--- src/rtl/videogen_sched_if.sv ---
// Pattern request handshake between a controller (master) and videogen_sched (slave).
// Latency: n/a (wires only).
// Backpressure: req_ready low stalls the master; a beat transfers on req_valid & req_ready.
// Signals: req_valid / req_pattern[2:0] from master, req_ready from slave.
interface videogen_sched_if;
  logic       req_valid;
  logic [2:0] req_pattern;
  logic       req_ready;

  modport master (output req_valid, output req_pattern, input req_ready);
  modport slave  (input req_valid, input req_pattern, output req_ready);
endinterface

--- src/rtl/videogen_sched.sv ---
// Test-pattern scheduler: applies requested or auto-cycled patterns at frame starts, then mutes.
// Latency: all effects visible one clk27 after the request/frame-start cycle; outputs registered.
// Backpressure: req_ready is high only in RUN; PENDING and MUTE stall new requests.
// Ports: clk27, reset_n (async, active-low), vsync_in (neg. polarity), auto_en,
//        req (slave handshake), pattern_sel[2:0], mute, switch_pulse, err_pulse, frame_cnt[15:0].
module videogen_sched #(
  parameter int NUM_PATTERNS    = 4,
  parameter int DEFAULT_PATTERN = 0,
  parameter int MUTE_FRAMES     = 2,
  parameter int AUTO_FRAMES     = 120
) (
  input  logic               clk27,
  input  logic               reset_n,
  input  logic               vsync_in,
  input  logic               auto_en,
  videogen_sched_if.slave    req,
  output logic [2:0]         pattern_sel,
  output logic               mute,
  output logic               switch_pulse,
  output logic               err_pulse,
  output logic [15:0]        frame_cnt
);

  typedef enum logic [1:0] {ST_RUN, ST_PENDING, ST_MUTE} state_t;

  localparam logic [3:0] NUM_P     = 4'(NUM_PATTERNS);
  localparam logic [2:0] LAST_P    = 3'(NUM_PATTERNS - 1);
  localparam logic [2:0] DEF_P     = 3'(DEFAULT_PATTERN);
  localparam logic [7:0] AUTO_LAST = 8'(AUTO_FRAMES - 1);
  localparam logic [7:0] MUTE_INIT = 8'(MUTE_FRAMES);
  localparam bit         MUTE_EN   = (MUTE_FRAMES > 0);

  state_t      state_q, state_d;
  logic        vs_d_q, vs_d_d;
  logic [2:0]  pattern_sel_q, pattern_sel_d;
  logic [2:0]  pend_pat_q, pend_pat_d;
  logic        mute_q, mute_d;
  logic        switch_pulse_q, switch_pulse_d;
  logic        err_pulse_q, err_pulse_d;
  logic [15:0] frame_cnt_q, frame_cnt_d;
  logic [7:0]  auto_cnt_q, auto_cnt_d;
  logic [7:0]  mute_cnt_q, mute_cnt_d;

  logic        fs;
  logic        do_switch;
  logic [2:0]  sw_pat;
  logic [2:0]  next_pat;

  // Frame start is the VSYNC falling edge (sync is active-low).
  assign fs = vs_d_q & ~vsync_in;

  // Wrap to 0 past the last valid code; also recovers if the default is out of range.
  assign next_pat = (pattern_sel_q >= LAST_P) ? 3'd0 : pattern_sel_q + 3'd1;

  assign req.req_ready = (state_q == ST_RUN);

  always_comb begin
    state_d        = state_q;
    vs_d_d         = vsync_in;
    pattern_sel_d  = pattern_sel_q;
    pend_pat_d     = pend_pat_q;
    mute_d         = mute_q;
    switch_pulse_d = 1'b0;
    err_pulse_d    = 1'b0;
    frame_cnt_d    = frame_cnt_q;
    auto_cnt_d     = auto_cnt_q;
    mute_cnt_d     = mute_cnt_q;
    do_switch      = 1'b0;
    sw_pat         = pend_pat_q;

    if (fs) begin
      frame_cnt_d = frame_cnt_q + 16'd1;
    end

    unique case (state_q)
      ST_RUN: begin
        if (req.req_valid) begin
          // Any handshake (valid or not) takes priority over auto cycling this cycle.
          if ({1'b0, req.req_pattern} < NUM_P) begin
            pend_pat_d = req.req_pattern;
            auto_cnt_d = 8'd0;
            state_d    = ST_PENDING;
          end else begin
            err_pulse_d = 1'b1;
          end
        end else if (auto_en) begin
          if (fs) begin
            if (auto_cnt_q == AUTO_LAST) begin
              do_switch  = 1'b1;
              sw_pat     = next_pat;
              auto_cnt_d = 8'd0;
            end else begin
              auto_cnt_d = auto_cnt_q + 8'd1;
            end
          end
        end else begin
          auto_cnt_d = 8'd0;
        end
      end

      ST_PENDING: begin
        // The accept cycle moved us here, so an fs in that same cycle was not seen here.
        if (fs) begin
          do_switch = 1'b1;
          sw_pat    = pend_pat_q;
        end
      end

      ST_MUTE: begin
        auto_cnt_d = 8'd0;
        if (fs) begin
          mute_cnt_d = mute_cnt_q - 8'd1;
          // Leaving on the count-of-one frame start gives exactly MUTE_FRAMES muted frames.
          if (mute_cnt_q == 8'd1) begin
            mute_d  = 1'b0;
            state_d = ST_RUN;
          end
        end
      end

      default: begin
        state_d = ST_RUN;
      end
    endcase

    if (do_switch) begin
      pattern_sel_d  = sw_pat;
      switch_pulse_d = 1'b1;
      if (MUTE_EN) begin
        mute_d     = 1'b1;
        mute_cnt_d = MUTE_INIT;
        state_d    = ST_MUTE;
      end else begin
        mute_d  = 1'b0;
        state_d = ST_RUN;
      end
    end
  end

  always_ff @(posedge clk27 or negedge reset_n) begin
    if (!reset_n) begin
      state_q        <= ST_RUN;
      vs_d_q         <= 1'b1;
      pattern_sel_q  <= DEF_P;
      pend_pat_q     <= 3'd0;
      mute_q         <= 1'b0;
      switch_pulse_q <= 1'b0;
      err_pulse_q    <= 1'b0;
      frame_cnt_q    <= 16'd0;
      auto_cnt_q     <= 8'd0;
      mute_cnt_q     <= 8'd0;
    end else begin
      state_q        <= state_d;
      vs_d_q         <= vs_d_d;
      pattern_sel_q  <= pattern_sel_d;
      pend_pat_q     <= pend_pat_d;
      mute_q         <= mute_d;
      switch_pulse_q <= switch_pulse_d;
      err_pulse_q    <= err_pulse_d;
      frame_cnt_q    <= frame_cnt_d;
      auto_cnt_q     <= auto_cnt_d;
      mute_cnt_q     <= mute_cnt_d;
    end
  end

  assign pattern_sel  = pattern_sel_q;
  assign mute         = mute_q;
  assign switch_pulse = switch_pulse_q;
  assign err_pulse    = err_pulse_q;
  assign frame_cnt    = frame_cnt_q;

endmodule
--- src/flat_wrapper.sv ---
// flat-port wrapper written by rule: the top's interface ports become plain ports
module videogen_sched_flat 
#(
  parameter int NUM_PATTERNS    = 4,
  parameter int DEFAULT_PATTERN = 0,
  parameter int MUTE_FRAMES     = 2,
  parameter int AUTO_FRAMES     = 120
)
  (clk27, reset_n, vsync_in, auto_en, pattern_sel, mute, switch_pulse, err_pulse, frame_cnt, req_req_valid, req_req_pattern, req_req_ready);
  videogen_sched_if req_i ();
  input  logic clk27;
  input  logic reset_n;
  input  logic vsync_in;
  input  logic auto_en;
  output logic [2:0] pattern_sel;
  output logic mute;
  output logic switch_pulse;
  output logic err_pulse;
  output logic [15:0] frame_cnt;
  input wire logic [$bits(req_i.req_valid)-1:0] req_req_valid;
  input wire logic [$bits(req_i.req_pattern)-1:0] req_req_pattern;
  output wire logic [$bits(req_i.req_ready)-1:0] req_req_ready;
  assign req_i.req_valid = req_req_valid;
  assign req_i.req_pattern = req_req_pattern;
  assign req_req_ready = req_i.req_ready;
  videogen_sched #(.NUM_PATTERNS(NUM_PATTERNS), .DEFAULT_PATTERN(DEFAULT_PATTERN), .MUTE_FRAMES(MUTE_FRAMES), .AUTO_FRAMES(AUTO_FRAMES)) u_core (.clk27(clk27), .reset_n(reset_n), .vsync_in(vsync_in), .auto_en(auto_en), .req(req_i), .pattern_sel(pattern_sel), .mute(mute), .switch_pulse(switch_pulse), .err_pulse(err_pulse), .frame_cnt(frame_cnt));
endmodule
--- config.mk ---
export PLATFORM = sky130hd
export DESIGN_NAME = videogen_sched_flat
export DESIGN_NICKNAME = d
export VERILOG_FILES = /design/src/rtl/videogen_sched_if.sv /design/src/rtl/videogen_sched.sv /design/src/flat_wrapper.sv
export SDC_FILE = /design/constraint.sdc
export NUM_CORES = 1
export LEC_CHECK = 0
export BUFFER_PORTS_ARGS = -buffer_cell sky130_fd_sc_hd__buf_2
export CAP_MARGIN = 10
export CORE_MARGIN = 3
export CORE_UTILIZATION = 55
export DETAILED_ROUTE_END_ITERATION = 10
export PLACE_DENSITY = 0.82
export SETUP_SLACK_MARGIN = 0.1
export SYNTH_ARGS = -nofsm -noshare
export SYNTH_HDL_FRONTEND = slang
export SYNTH_SLANG_ARGS = --single-unit
export TNS_END_PERCENT = 20
--- constraint.sdc ---
create_clock -name clk27 -period 1.95 [get_ports clk27]
set_input_delay 0.195 -clock clk27 [delete_from_list [all_inputs] [get_ports clk27]]
set_output_delay 0.195 -clock clk27 [all_outputs]
set_load 0.005 [all_outputs]
==> results of run 1 <==
[power by group]
group | switching [mW] | total (mW) | internal, mW | leakage, nW
clock | 0.286 | 0.790 | 0.504 | 0.0642
combinational | 0.430 | 0.835 | 0.405 | 0.591
sequential | 0.238 | 1.37 | 1.14 | 0.559
total | 0.954 | 3.00 | 2.05 | 1.21
[cell usage in the layout (no fill, tap or decap), types with 2 or more instances in the layout]
cell       netlist  final
and3_1           3      3
nand4_1          2      2
and2_1           2      2
dfrtp_1         43     43
a211oi_1         2      2
or2_2            2      2
nand2b_4         2      2
nand2b_1         6      6
ha_1             6      6
nand3_1         13     13
nand2_1         18     18
o21ai_0          5      5
o311ai_2         2      2
o22ai_1          4      4
nor2b_1          4      4
buf_2            2     30
inv_1           13     13
bufinv_16        0      2
o31ai_1          3      3
a21oi_1          4      4
nor2_1          17     17
mux2i_1          6      6
xor2_1          10     10
xnor2_1         11     11
buf_4            1      5
nor3_1           7      7
clkbuf_8         0      5
mux2_2           2      2
[stage by stage]
step | setup WS, ps | hold slack (ps) | cells | instance area [um2]
4_1_cts | 157.3 | 27.01 | 295 | 2565
6_report | 169.1 | 37.60 | 295 | 2565
3_5_place_dp | 129.7 | 130.0 | 287 | 2419
3_3_place_gp | 183.5 | 119.3 | 287 | 2419
5_1_grt | 77.95 | 26.20 | 295 | 2565
2_1_floorplan | 261.6 | -100.6 | 208 | 2200
[sequential cells by signal, summed over array words and instances (netlist names)]
register	flops
u_core.frame_cnt	16
u_core.err_pulse	1
u_core.mute	1
u_core.auto_cnt_q	8
u_core.vs_d_q	1
u_core.mute_cnt_q	8
u_core.pend_pat_q	3
u_core.pattern_sel	3
u_core.switch_pulse	1
u_core.state_q	2
[synthesized netlist by cell type (2+ instances only)]
| cell type | instances |
|---|---|
| o21ai_0 | 5 |
| and2_1 | 2 |
| nand4_1 | 2 |
| ha_1 | 6 |
| nand2b_1 | 6 |
| o22ai_1 | 4 |
| xnor2_1 | 11 |
| and3_1 | 3 |
| nand2_1 | 18 |
| o31ai_1 | 3 |
| nor2b_1 | 4 |
| o311ai_2 | 2 |
| buf_2 | 2 |
| a21oi_1 | 4 |
| nor3_1 | 7 |
| inv_1 | 13 |
| dfrtp_1 | 43 |
| nand3_1 | 13 |
| or2_2 | 2 |
| nand2b_4 | 2 |
| nor2_1 | 17 |
| xor2_1 | 10 |
| a211oi_1 | 2 |
| mux2i_1 | 6 |
| mux2_2 | 2 |
[worst paths after layout]
kind,end,slack (ps),cells past startpoint
min in group asynchronous,u_core.state_q[0]$_DFFE_PN0P_,340,2
hold reg to reg,u_core.frame_cnt[15]$_DFFE_PN0N_,470,1
max in group asynchronous,u_core.mute_cnt_q[4]$_DFFE_PN0P_,1080,3
hold / removal,u_core.vs_d_q$_DFF_PN1_,40,1
setup / recovery,u_core.mute_cnt_q[1]$_DFFE_PN0P_,170,6
setup reg to reg,u_core.mute_cnt_q[1]$_DFFE_PN0P_,170,6
[area by class of cell]
type,count,area [um2]
fillers,289,1206
inverters,13,48.80
multi-input cells,147,1027
flip-flops and latches,44,1102
clock inverters,2,60.06
well taps,48,60.06
clock buffers,5,68.82
repair buffers,36,197.7
[metal layers]
metal | track usage, % | routed length [um] | vias to the layer above
met5 | 0 | 0 | -
met4 | 6.725 | 59 | 0
met3 | 6.087 | 204 | 7
met2 | 28.18 | 1845 | 43
met1 | 22.17 | 1759 | 737
li1 | - | - | 798
[cell families (layout without fill, tap and decap cells)]
group / Yosys count / count (layout) / share of synthesized area, %
compound gates: 24 / 24 / 7.963
xor+xnor: 21 / 21 / 8.361
fa+ha+maj: 6 / 6 / 3.413
buf+inv: 17 / 56 / 3.527
flops: 44 / 44 / 50.11
mux: 8 / 8 / 3.754
simple gates: 88 / 88 / 22.87
[what timing repair did]
item | 4_1_cts | 5_1_grt
buffers inserted | 0 | 0
pin swaps | 0 | 1
gates resized for setup | 1 | 0
hold buffers | 1 | 0
hold endpoints to repair | 13 | 0
endpoints found under the setup margin | 1 | 3
==> flow_summary_export.csv, run 1 <==
group,metric,value,unit
cells_and_area,areaGrowthSynthToFinish,16.61,%
setup_path,crit_buf_inv,1,
grt,grt_usage,17.68,%
hold_path,min-delay-start,"vsync_in",
synth,syn_area,2200,um2
synth,yosysSeqAreaShare,50.11,%
setup_path,worstPathArrival,1950,ps
timing,maxSlewViolCount,0,
grt,grt_first_pass_wirelength,6844,um
synth,synthCells,208,
synth,ys_warn_count,0,
timing,final.setup.tns,0,ps
grt,grt_max_degree,17,
die,fp.dieH,69.24,um
flow_run,cap_violations,0,
timing,setup_viol,0,
die,core,3771,um2
cts,clkSlewWorstSetupHoldPaths,70,ps
setup_path,reg2reg_from,"u_core.auto_cnt_q[0]$_DFFE_PN0P_",
cells_and_area,final_net_count,261,
die,ios,31,
place,hpwlAfterDp,3038,um
die,start_util,58.33,%
synth,yosys_register_bits,44,
cells_and_area,antennaDiodeCount,0,
timing,tightestPinTransition,673.5,ps
cts,cts_buffer_depth,2,
setup_path,critPathLaunchType,"flop",
timing,min_period,1781,ps
die,dieArea,4794,um2
grt,grt_pass1_vias,1533,
place,port_buffers,30,
pwr,peakVddDrop,0.7508,mV
synth,avgSynthCellArea,10.58,um2
setup_path,crit_start,"u_core.auto_cnt_q[0]$_DFFE_PN0P_",
cells_and_area,drive_above_1_share,23.48,%
timing,fin_crit_sh,91.33,%
pwr,finalPower,2.999,mW
pwr,powerDensity,1169,nW/um2
pwr,leakagePower,1.215,nW
outcome,status,"finished clean",
setup_path,path_cells,"ha_1, and4bb_2, a31oi_1, nor3_1, buf_4, or2_2",
timing,max_freq,561.5,MHz
synth,async_reset_ff_share,100.0,%
cts,cts_max_level,2,
cells_and_area,final_util,68.02,%
place,gp_congestion,0.7709,
routing,num_vias,1585,
synth,synth_area_leader_cell,"dfrtp_1",
routing,dr.first_iter.drc_count,65,
setup_path,slowest_stage,"dfrtp_1",
routing,antenna_left,0,
die,die_x,69.24,um
timing,finClkSkew,7.463,ps
timing,hold_viol,0,
cts,numCtsBuffers,5,
setup_path,slowest_delay,410,ps
cts,cts_root_buf,"clkbuf_8",
synth,synth_cell_type_count,44,
synth,ys.flop_type,"dfrtp_1",
timing,rsz0062_at_grt,"true",
grt,grt.overflow.total,0,
cts,clk_latency,290,ps
timing,relSlewSlack,55.03,%
die,row_count,22,
synth,synthesis.nets,222,
hold_path,hp-class,"in -> reg",
setup_path,critical-path-top-delay-family,"simple AND/OR/NAND/NOR gates",
routing,wl_per_cell,13.12,um
setup_path,required,2120,ps
cts,clkSinkCount,44,
grt,grt_antenna_before_repair,0,
synth,synth_edf_count,0,
setup_path,worst-path-max-fanout,11,
routing,drc,0,
setup_path,worst_setup_path_end_kind,"flop",
synth,yosys-top-cells-area,"dfrtp_1, xnor2_1, xor2_1",
routing,viasPerCell,5.373,
cts,cts_tree,"done",
setup_path,path_class,"reg -> reg",
routing,routed_wl,3869,um
synth,yosysTopAreaCellShare,48.92,%
routing,dr.pass1.iters,4,
Power figures use the tool's default switching activity.
==> run 2, diff against run 1 <==
--- a/config.mk
+++ b/config.mk
@@ -5,12 +5,13 @@
 export SDC_FILE = /design/constraint.sdc
 export NUM_CORES = 1
 export LEC_CHECK = 0
+export ABC_AREA = 1
 export BUFFER_PORTS_ARGS = -buffer_cell sky130_fd_sc_hd__buf_2
 export CAP_MARGIN = 10
 export CORE_MARGIN = 3
 export CORE_UTILIZATION = 55
 export DETAILED_ROUTE_END_ITERATION = 10
-export PLACE_DENSITY = 0.82
+export PLACE_DENSITY = 0.81
 export SETUP_SLACK_MARGIN = 0.1
 export SYNTH_ARGS = -nofsm -noshare
 export SYNTH_HDL_FRONTEND = slang
==> run 2 against run 1 <==
Effect of this change:
- non-clock buffer count fell by 3
- die area rose by 11%
- synthesized cell count rose by 53%
- area after synthesis rose by 12%
- utilization fell by 1.2 points
- clock power fell by 27%
- cell area rose by 8.6%
- flip-flop and latch count did not move
- register-to-register slack improved by 240 ps
- wire length rose by 25%
==> flow_summary_export.csv, run 2 <==
group,metric,value,unit
outcome,status,"finished clean",
cts,numCtsBuffers,5,
synth,synth_area_leader_cell,"dfrtp_1",
routing,drc,0,
hold_path,hp-class,"in -> reg",
die,fp.dieH,73.01,um
synth,yosysSeqAreaShare,44.63,%
cts,cts-resized-gates,0,
cts,cts_hold_buffers,1,
setup_path,regToRegSetupSlack,410,ps
setup_path,worst-path-max-fanout,13,
pwr,share_comb_of_total_power,36.2,%
cells_and_area,final_net_count,372,
place,gp_congestion,0.8479,
cts,cts_tree,"done",
cts,clkSinkCount,44,
setup_path,r2r_cells,7,
synth,yosysTopAreaCellShare,43.57,%
hold_path,min_path_cells,1,
pwr,p_sw,1.208,mW
cells_and_area,layout_commonest_cell,"nand2_1",
pwr,power_frac_clock,18.6,%
cells_and_area,final_cells,409,
grt,grt_pass1_vias,2001,
die,start_util,59.19,%
timing,final.setup.tns,0,ps
timing,rsz0062_at_grt,"false",
cells_and_area,largest_reg_flops,16,
timing,maxSlewViolCount,0,
synth,avgSynthCellArea,7.743,um2
cells_and_area,areaGrowthSynthToFinish,12.82,%
routing,dr.pass1.iters,4,
routing,dr.first_iter.drc_count,167,
synth,synthesis.nets,333,
place,port_buffers,30,
setup_path,required,2140,ps
timing,tightestPinTransition,403.8,ps
die,core,4173,um2
timing,fin_crit_sh,79.08,%
pwr,powerDensity,1115,nW/um2
pwr,peakVddDrop,0.6737,mV
routing,antenna_left,0,
routing,routed_wl,4819,um
synth,yosys-top-cells-area,"dfrtp_1, nand2_1, inv_1",
synth,synth_edf_count,0,
die,dieArea,5330,um2
pwr,p_seq_share,45.2,%
setup_path,worst_setup_path_end_kind,"flop",
cells_and_area,layout_common_cells,"nand2_1, dfrtp_1, inv_1, nor2_1, buf_2",
grt,grt_first_pass_wirelength,8652,um
grt,grt_antenna_before_repair,0,
pwr,swShare,38.89,%
cts,postCtsSetupBuffers,0,
cts,cts_root_buf,"clkbuf_8",
timing,min_period,1542,ps
die,row_count,23,
timing,hold_viol,0,
cts,cts_buffer_depth,2,
synth,synthCells,319,
routing,viasPerCell,5.142,
die,ios,31,
synth,ys_warn_count,0,
synth,ys.flop_type,"dfrtp_1",
timing,finClkSkew,8.130,ps
timing,max_freq,648.5,MHz
cts,clkSlewWorstSetupHoldPaths,70,ps
synth,async_reset_ff_share,100.0,%
place,dp.cells,400,
grt,grt.overflow.total,0,
cells_and_area,nFillCells,354,
synth,yosys_register_bits,44,
setup_path,worstPathArrival,1730,ps
die,die_x,73.01,um
timing,setup_viol,0,
synth,synth_cell_type_count,26,
routing,wl_per_cell,11.78,um
grt,grt_usage,20.35,%
routing,num_vias,2103,
cells_and_area,drive_above_1_share,16.71,%
pwr,internal_power,1.899,mW
grt,grt_max_degree,20,
cts,clk_latency,290,ps
synth,synth_top_cells_by_count,"nand2_1, dfrtp_1, inv_1",
flow_run,cap_violations,0,
cells_and_area,antennaDiodeCount,0,
cts,cts_max_level,2,
synth,synth.most_common_cell,"nand2_1",
setup_path,critPathLaunchType,"flop",
place,hpwlAfterDp,3679,um
pwr,leakagePower,1.496,nW
synth,syn_area,2470,um2
timing,relSlewSlack,73.08,%
setup_path,path_class,"reg -> reg",
## run 2: cell count changes in the layout (fill, tap and decap cells not counted), moves of 6 or more
| cell | delta |
|---|---|
| inv_1 | +26 |
| xnor2_1 | -9 |
| mux2i_1 | -6 |
| nand3_1 | +8 |
| nor2_1 | +18 |
| nand4_1 | +6 |
| nand2b_1 | -6 |
| nand2_1 | +83 |
| nand2_2 | +6 |
## run 2: stage by stage
step | power, mW | setup WS, ps | util, % | hold WS (ps) | instance area, um2
floorplan | 2.208 | 607.6 | - | -100.6 | 2470
global placement | 2.510 | 429.2 | 64.38 | 147.3 | 2686
detailed placement | 2.548 | 392.2 | 64.38 | 146.7 | 2686
CTS | 3.138 | 383.7 | 66.78 | 6.263 | 2786
global route | 3.404 | 253.4 | 66.78 | 5.671 | 2786
finish | 3.107 | 407.9 | 66.78 | 17.35 | 2786
## run 2: path summary, 6_finish.rpt
path                                             startpoint                               end
min                                                vsync_in           u_core.vs_d_q$_DFF_PN1_
max in group asynchronous                           reset_n  u_core.mute_cnt_q[7]$_DFFE_PN0P_
max reg2reg                         u_core.vs_d_q$_DFF_PN1_  u_core.auto_cnt_q[3]$_DFFE_PN0P_
min reg2reg                u_core.pend_pat_q[1]$_DFFE_PN0P_  u_core.pend_pat_q[1]$_DFFE_PN0P_
min in group asynchronous                           reset_n   u_core.frame_cnt[7]$_DFFE_PN0N_
max                                 u_core.vs_d_q$_DFF_PN1_  u_core.auto_cnt_q[3]$_DFFE_PN0P_
## run 2: layout make-up
type                       instances  area (um2)  share of cell area, %
clock buffer                       8       90.09                  3.233
inverter                          44       170.2                  6.107
multi-input combinational        230        1186                  42.57
sequential                        44        1102                  39.56
tap                               50       62.56                  2.245
timing repair buffer              33       175.2                  6.286
## run 2: routing by layer
| metal | wire [um] | track usage (%) | up-vias |
|---|---|---|---|
| met3 | 206 | 4.959 | 7 |
| li1 | - | - | 1073 |
| met4 | 60 | 5.123 | 0 |
| met5 | 0 | 0 | - |
| met2 | 2285 | 33.07 | 46 |
| met1 | 2267 | 27.22 | 977 |
## run 2: cells by family after synthesis
group,count (synthesis),synth area share [%]
simple gates,191,35.77
buf+inv,45,7.345
compound gates,17,3.546
flops,44,44.63
fa+ha+maj,6,3.039
xor+xnor,16,5.674
## run 2: power by group through the flow
stage	registers, mW	logic, mW	clock network, mW
after floorplan	1.39	0.820	0
after global placement	1.41	1.10	0
after detailed placement	1.42	1.13	0
after CTS	1.40	1.13	0.600
after global routing	1.44	1.32	0.641
final	1.40	1.13	0.578
## run 2: critical path, cell delays in order (launching register included)
cell and delay (ps):
dfstp_2 530, nand2_2 190, nand3_1 200, nand3_4 140
inv_1 150, o21ai_0 120, nand2_1 80, inv_1 30
